`config.mk`:
```
export PLATFORM = sky130hd
export DESIGN_NAME = spi_slave_fsm
export DESIGN_NICKNAME = d
export VERILOG_FILES = /design/src/rtl/spi_pkg.sv /design/src/rtl/spi_slave_fsm_tx.sv /design/src/rtl/spi_slave_fsm.sv
export SDC_FILE = /design/constraint.sdc
export NUM_CORES = 1
export LEC_CHECK = 0
export CAP_MARGIN = 20
export CORE_ASPECT_RATIO = 0.7
export CORE_MARGIN = 2
export CORE_UTILIZATION = 57
export CTS_CLUSTER_DIAMETER = 80
export DETAILED_ROUTE_END_ITERATION = 8
export PLACE_DENSITY = 0.8
export RECOVER_POWER = 50
export SETUP_SLACK_MARGIN = 0.3
export SYNTH_ARGS = -nofsm -noshare
export SYNTH_HDL_FRONTEND = slang
export SYNTH_HIERARCHICAL = 1
export SYNTH_SLANG_ARGS = --single-unit
```
`constraint.sdc`:
```
create_clock -name clk -period 2.35 [get_ports clk]
set_clock_uncertainty 0.2 [all_clocks]
set_input_delay 0.3525 -clock clk [delete_from_list [all_inputs] [get_ports clk]]
set_output_delay 0.3525 -clock clk [all_outputs]
set_load 0.05 [all_outputs]
```
`src/rtl/spi_pkg.sv`:
```
// Shared types and constants for the SPI slave front end.
package spi_pkg;

  typedef enum logic [2:0] {
    IDLE,
    CHK_CMD,
    WRITE,
    READ_ADD,
    READ_DATA
  } spi_state_e;

  localparam logic [1:0] OP_WR_ADDR = 2'b00;
  localparam logic [1:0] OP_WR_DATA = 2'b01;
  localparam logic [1:0] OP_RD_ADDR = 2'b10;
  localparam logic [1:0] OP_RD_DATA = 2'b11;

  localparam int DEF_DATA_W = 8;
  localparam int FRAME_W    = DEF_DATA_W + 2;

endpackage

```
`src/rtl/spi_slave_fsm_tx.sv`:
```
// MISO serialiser: loads read data, shifts it out MSB first on the following cycles.
// Returns MISO to 0 once the last bit has been shown or when clr (SS_n high) is seen.
module spi_tx_serializer #(
  parameter int DATA_W = 8
) (
  input  logic              clk,
  input  logic              rst,
  input  logic              load,
  input  logic              clr,
  input  logic [DATA_W-1:0] din,
  output logic              miso,
  output logic              busy
);

  localparam int CW = $clog2(DATA_W + 1);

  logic [DATA_W-1:0] sh_q, sh_d;
  logic [CW-1:0]     cnt_q, cnt_d;
  logic              miso_q, miso_d;

  // cnt_q counts data bits still to be shown, including the one on MISO now.
  always_comb begin
    sh_d   = sh_q;
    cnt_d  = cnt_q;
    miso_d = 1'b0;
    if (clr) begin
      cnt_d = '0;
    end else if (load) begin
      miso_d = din[DATA_W-1];
      sh_d   = {din[DATA_W-2:0], 1'b0};
      cnt_d  = CW'(DATA_W);
    end else if (cnt_q > CW'(1)) begin
      miso_d = sh_q[DATA_W-1];
      sh_d   = {sh_q[DATA_W-2:0], 1'b0};
      cnt_d  = cnt_q - 1'b1;
    end else begin
      cnt_d = '0;
    end
  end

  always_ff @(posedge clk) begin
    if (rst) begin
      sh_q   <= '0;
      cnt_q  <= '0;
      miso_q <= 1'b0;
    end else begin
      sh_q   <= sh_d;
      cnt_q  <= cnt_d;
      miso_q <= miso_d;
    end
  end

  assign miso = miso_q;
  assign busy = (cnt_q != '0);

endmodule

```
`src/rtl/spi_slave_fsm.sv`:
```
// SPI slave front end: deserialises 10-bit frames to the RAM and serialises read data back.
// Optional frame_abort pulse output when SPI_ABORT_FLAG_EN is defined.
module spi_slave_fsm
  import spi_pkg::*;
#(
  parameter int DATA_W = 8
) (
  input  logic              clk,
  input  logic              rst,
  input  logic              SS_n,
  input  logic              MOSI,
  output logic              MISO,
  output logic [DATA_W+1:0] rx_data,
  output logic              rx_valid,
  input  logic [DATA_W-1:0] tx_data,
  input  logic              tx_valid
`ifdef SPI_ABORT_FLAG_EN
  ,
  output logic              frame_abort
`endif
);

  localparam int            FW   = DATA_W + 2;
  localparam int            CW   = $clog2(FW);
  localparam logic [CW-1:0] LAST = CW'(FW - 2);
  localparam logic [CW-1:0] DONE = CW'(FW - 1);

  spi_state_e       state_q, state_d;
  logic [CW-1:0]    cnt_q, cnt_d;
  logic [FW-2:0]    shreg_q, shreg_d;
  logic [FW-1:0]    rx_data_q, rx_data_d;
  logic             rx_valid_q, rx_valid_d;
  logic             rd_done_q, rd_done_d;
  logic             wait_tx_q, wait_tx_d;
  logic             in_shift;
  logic             tx_load;
  logic             tx_busy;
`ifdef SPI_ABORT_FLAG_EN
  logic             abort_q, abort_d;
`endif

  assign in_shift = (state_q == WRITE) || (state_q == READ_ADD) || (state_q == READ_DATA);
  assign tx_load  = tx_valid && wait_tx_q && !SS_n && !tx_busy;

  always_comb begin
    state_d    = state_q;
    cnt_d      = cnt_q;
    shreg_d    = shreg_q;
    rx_data_d  = rx_data_q;
    rx_valid_d = 1'b0;
    rd_done_d  = rd_done_q;
    wait_tx_d  = wait_tx_q && !tx_valid;
`ifdef SPI_ABORT_FLAG_EN
    abort_d    = 1'b0;
`endif
    case (state_q)
      IDLE: begin
        cnt_d = '0;
        if (!SS_n) state_d = CHK_CMD;
      end
      CHK_CMD: begin
        cnt_d   = '0;
        shreg_d = {shreg_q[FW-3:0], MOSI};
        if (!MOSI)          state_d = WRITE;
        else if (rd_done_q) state_d = READ_DATA;
        else                state_d = READ_ADD;
      end
      WRITE, READ_ADD, READ_DATA: begin
        // cnt_q == DONE marks a finished frame: hold here until SS_n rises.
        if (cnt_q == LAST) begin
          rx_data_d  = {shreg_q, MOSI};
          rx_valid_d = 1'b1;
          cnt_d      = DONE;
          if (state_q == READ_ADD) rd_done_d = 1'b1;
          if (state_q == READ_DATA) begin
            rd_done_d = 1'b0;
            wait_tx_d = 1'b1;
          end
        end else if (cnt_q != DONE) begin
          shreg_d = {shreg_q[FW-3:0], MOSI};
          cnt_d   = cnt_q + 1'b1;
        end
      end
      default: state_d = IDLE;
    endcase

    if (SS_n && state_q != IDLE) begin
      state_d    = IDLE;
      cnt_d      = '0;
      rx_data_d  = rx_data_q;
      rx_valid_d = 1'b0;
      rd_done_d  = rd_done_q;
      wait_tx_d  = 1'b0;
`ifdef SPI_ABORT_FLAG_EN
      abort_d    = (state_q == CHK_CMD) || (in_shift && cnt_q != DONE) || tx_busy;
`endif
    end
  end

  always_ff @(posedge clk) begin
    if (rst) begin
      state_q    <= IDLE;
      cnt_q      <= '0;
      shreg_q    <= '0;
      rx_data_q  <= '0;
      rx_valid_q <= 1'b0;
      rd_done_q  <= 1'b0;
      wait_tx_q  <= 1'b0;
`ifdef SPI_ABORT_FLAG_EN
      abort_q    <= 1'b0;
`endif
    end else begin
      state_q    <= state_d;
      cnt_q      <= cnt_d;
      shreg_q    <= shreg_d;
      rx_data_q  <= rx_data_d;
      rx_valid_q <= rx_valid_d;
      rd_done_q  <= rd_done_d;
      wait_tx_q  <= wait_tx_d;
`ifdef SPI_ABORT_FLAG_EN
      abort_q    <= abort_d;
`endif
    end
  end

  spi_tx_serializer #(
    .DATA_W (DATA_W)
  ) u_tx (
    .clk  (clk),
    .rst  (rst),
    .load (tx_load),
    .clr  (SS_n),
    .din  (tx_data),
    .miso (MISO),
    .busy (tx_busy)
  );

  assign rx_data  = rx_data_q;
  assign rx_valid = rx_valid_q;
`ifdef SPI_ABORT_FLAG_EN
  assign frame_abort = abort_q;
`endif

endmodule

```
After elaboration in Yosys (flattened, before gate mapping). Cells that the tools add are included.

Register bits after elaboration: 42. Bits of input ports: 13. Output and inout port bits: 12. Logic and storage cells: 77.

$add $sub $neg: 2. $lt $le $gt $ge: 1. Eq/ne operators: 10. Multiplexer cells: 22. Bitwise logic cells: 4. Reduce and logical (&&, ||, !) cells: 27.

Operator list (number): 2-to-1 mux 9 bit (2); one-hot mux 9 bit (2 select lines) (1); 2-to-1 mux 4 bit (4); 2-to-1 mux 8 bit (2); 2-to-1 mux 3 bit (3); one-hot mux 3 bit (3 select lines) (1); 2-to-1 mux 1 bit (8); one-hot mux 4 bit (2 select lines) (1); nonzero test 2 bit (4); equality test 3 x 2 -> 1 bit (second input constant) (2); != test 2 bit (second input constant) (3); AND reduction 2 bit (3); AND reduction 3 bit (2); OR reduction 2 bit (3); OR reduction 3 bit (2); logical AND 1 bit (5); adder 4 x 1 -> 4 bit (second input constant) (1); equality test 4 bit (second input constant) (1); > comparator 4 x 1 -> 1 bit (second input constant) (1); != test 4 bit (second input constant) (1); inverter 1 bit (4); AND reduction 4 bit (1); nonzero test 4 bit (1); OR reduction 4 bit (1); other kinds (7) (9).

Depth between registers and ports, before layout.
Word-level depth: 5. Mapped depth: 8. Mapped depth without buffers: 7.

Cells and area by module. The synthesis kept the hierarchy.

Modules (own cells, without submodules): spi_slave_fsm (instances 1, cells each 195, area each 1719.1 sq um, seq. area each 580.6 sq um); spi_tx_serializer (instances 1, cells each 73, area each 694.4 sq um, seq. area each 240.2 sq um).

Worst setup path before layout. OpenSTA, ideal clock, no wires.

Kind: reg-to-reg. Start: reg u_tx.cnt_q[0]. End: reg u_tx.sh_q[2]. Setup time: 0.082 ns. Data arrival time: 1.780 ns. Data required time: 2.068 ns. Path slack: 0.288 ns. Stages on the path, launching flop included: 9. Buffers on the path: 1. Clock period less this slack: 2.062 ns. Cells stage by stage: dfxtp_1 > inv_1 > ha_1 > nand2_1 > nor4b_1 > buf_6 > and3b_1 > a21oi_1 > o221ai_1.

Cells in the longest elaborated chain, start to end: 5. Elaborated cells between the ends (all ways): 7. Classes of those cells: 1 x order compare; 1 x mux; 5 x reduce/logical.

RTL lines: from (decl) (RTL line spi_slave_fsm_tx.sv:18) `logic [CW-1:0] cnt_q, cnt_d;`; from (signal assigned) (RTL line spi_slave_fsm_tx.sv:48) `cnt_q <= cnt_d;`; nonzero test 4 bit * (RTL line spi_slave_fsm_tx.sv:54) `assign busy = (cnt_q != '0);`; net tx_busy (RTL line spi_slave_fsm.sv:37) `logic tx_busy;`; logical NOT 1 bit * (RTL line spi_slave_fsm.sv:43) `assign tx_load = tx_valid && wait_tx_q && !SS_n && !tx_busy;`; logical AND 1 bit * (RTL line spi_slave_fsm.sv:43); net tx_load (RTL line spi_slave_fsm.sv:36) `logic tx_load;`; nonzero test 2 bit (no source line); AND reduction 2 bit (no source line); to (signal assigned) (RTL line spi_slave_fsm_tx.sv:43) `sh_q <= '0;`; to (signal assigned) (RTL line spi_slave_fsm_tx.sv:47) `sh_q <= sh_d;`; to (decl) (RTL line spi_slave_fsm_tx.sv:17) `logic [DATA_W-1:0] sh_q, sh_d;`.

Mark *: on every way through the listed nets, which the timed path passes. The rest lies on a longest branch. A chain may end at the register's enable or synchronous reset.

Worst setup path in the final report.
Start: reg u_tx.cnt_q[1]. End: reg u_tx.sh_q[2].

Same word-level chain as after synthesis.

==> metrics.csv <==
metric,value,unit
crit_path_top_delay_cell,dfxtp_1,
routed_wl,5580,µm
max-cap-violations,0,
clock-sinks,41,
place_congestion,0.955,
clk_pin_slew_worst_paths,80,ps
peakVddDrop,0.000437,V
diodes,0,
cts-root-buf,clkbuf_8,
tritoncts,done,
hold_violations,0,
critPathTopFamily,simple AND/OR/NAND/NOR gates,
met1_length,2710,µm
synth_edf_count,0,
yosys_warnings,6,
syn_nets,286,
fmax,482,MHz
clockBufferDepth,2,
cellPowerDensity,606,nW/µm²
grt_pass1_vias,1900,
worst_pin_slew,847,ps
crit_buf_inv,2,
rsz0062_at_grt,no,
grt_max_degree,46,
worst-path-stages,8,
yosysMostFrequentCell,dfxtp_1,
path_class,reg2reg,
max_slew_margin,0.435,
drtPass1Iterations,5,
num-fill-cells,316,
grt_pass1_wl,8920,µm
critPathRequiredTime,2380,ps
antenna_found_initial,0,
fp.dieW,81.8,µm
hpwlAfterDp,3530,µm
die_h,58.4,µm
syn_area,2410,µm²
cp_max_fo,6,
tns,0,ps
post-route-period-util,0.882,
synth.distinct_cells,59,
portBuffers,24,
min_path_type,reg2reg,
cts_buffers,5,
antenna_left,0,
dieArea,4780,µm²
core,3990,µm²
initialDrtViolationCount,171,
cts_hold_buf,0,
fin_util,0.706,
finalSetupViolCount,0,
overflow,0,
leakage,1.15,nW
initial_core_util,0.604,
holdPathStages,2,
synth_top_cell_area_share,0.340,
dr.max_layer_used,met4,
cpPeakStageDelay,330,ps
fin_crit,2070,ps
drt_drc_violations_left,0,
p_total,1.71,mW
crit_path_end_kind,flop,
ios,25,
rr_worst_depth,8,
wl_per_cell,16.3,µm
outcome,"complete, no violations",
num_vias,2134,
core.rowCount,19,
arrival,2100,ps
htreeDepth,2,
synth_area_leaders,"dfxtp_1 34%, o221a_2 4.2%, mux2i_1 4.1%",
seq_area_frac_synth,0.340,
track_usage,0.240,
viasPerCell,6.22,
synthArstFlopShare,0,
drive_gt1_frac,0.158,
met3_length,332,µm
clk_latency,300,ps
postSynthAreaPerCell,9.01,µm²
area_growth,16.7,%
ys.flop_type,dfxtp_1,
slew_viol_final,0,
synthTopCellsByCount,"41 x dfxtp_1, 19 x nand2_1, 17 x nor2_1, 13 x nand2b_1, 13 x nor2b_1",
setup.worst_path.start_class,flop,
cp_cell_sequence,inv_1 > ha_4 > nand2_1 > nor4b_4 > clkbuf_1 > and3b_1 > a21oi_1 > o221ai_1,
synth_area_leader_cell,dfxtp_1,
dr_wl_met2,2480,µm
nets,308,
synth_seq_cells,41,
netlist_instances,268,
registers in the layout, summed over array words and instances, names as in the netlist:
name / count
u_tx/miso: 1
wait_tx_q: 1
cnt_q: 4
rx_data: 10
rx_valid: 1
u_tx/cnt_q: 4
state_q: 3
rd_done_q: 1
u_tx/sh_q: 7
shreg_q: 9
worst paths after layout:
kind                        startpoint                   endpoint  slack [ps]
max           u_tx/cnt_q[1]$_SDFF_PP0_  u_tx/sh_q[2]$_SDFFE_PP0P_         280
min          u_tx/sh_q[1]$_SDFFE_PP0P_  u_tx/sh_q[1]$_SDFFE_PP0P_         290
max reg2reg   u_tx/cnt_q[1]$_SDFF_PP0_  u_tx/sh_q[2]$_SDFFE_PP0P_         280
min reg2reg  u_tx/sh_q[1]$_SDFFE_PP0P_  u_tx/sh_q[1]$_SDFFE_PP0P_         290
what timing repair did:
action | in CTS | in global routing
resized for setup | 1 | 10
pin swaps | 0 | 1
endpoints found under the setup margin | 6 | 28
hold endpoints to repair | 0 | 0
cloned | 0 | 1
setup buffers | 0 | 2
worst register-to-register path, delay by kind of cell, from the launching register on:
family                   cells  cell delay (ps)
flip-flops                   1              330
AO/OA/AOI/OAI                2              210
adder cells (fa/ha/maj)      1              180
AND/OR/NAND/NOR              3              650
buffers and inverters        2              430
routing by layer:
layer / vias to the layer above / global-route usage
li1: 1056 / -
met1: 997 / 0.337
met2: 74 / 0.358
met3: 7 / 0.0537
met4: 0 / 0.0976
met5: - / 0
layout by cell type (no fill, tap or decap), types with 6 or more instances in the layout:
cell and count:
a22oi_1 9, mux2i_1 10, a21o_1 9, a32oi_1 9, o221a_2 9, clkdlybuf4s50_1 23
clkbuf_8 7, nor2b_1 13, dfxtp_1 39, o311ai_1 7, nor2_1 17, and3b_1 7
nand2_1 19, nand2b_1 13, a21oi_1 11, inv_1 8, buf_4 9, o221ai_1 6
metrics by stage:
stage	worst slack [ps]	std cells	hold WS [ps]	area, µm²
after detailed placement	187	332	275	2670
final	277	343	287	2820
after global placement	210	332	267	2670
after CTS	327	340	287	2770
after global routing	188	343	332	2820
after floorplan	466	268	231	2420
cell type report:
cell class	count	area (µm²)	share of cell area
Inverter	9	33.8	0.0120
Sequential cell	41	823	0.292
Clock buffer	7	96.3	0.0342
Tap cell	52	65.1	0.0231
Clock inverter	1	5.00	0.00178
Timing Repair Buffer	36	335	0.119
Multi-Input combinational cell	197	1460	0.518
cell families after synthesis:
logic type,count (synthesis),synth area share
compound gates,86,0.282
fa+ha+maj,5,0.0259
simple gates,95,0.235
flops,41,0.340
xor+xnor,1,0.00363
mux,10,0.0415
buf+inv,30,0.0715
where the power goes:
part           internal (mW)  switching [mW]
Clock                  0.266           0.257
Sequential             0.741          0.0565
Combinational          0.177           0.210
Total                   1.18           0.523
(Power assumes the default switching activity.)
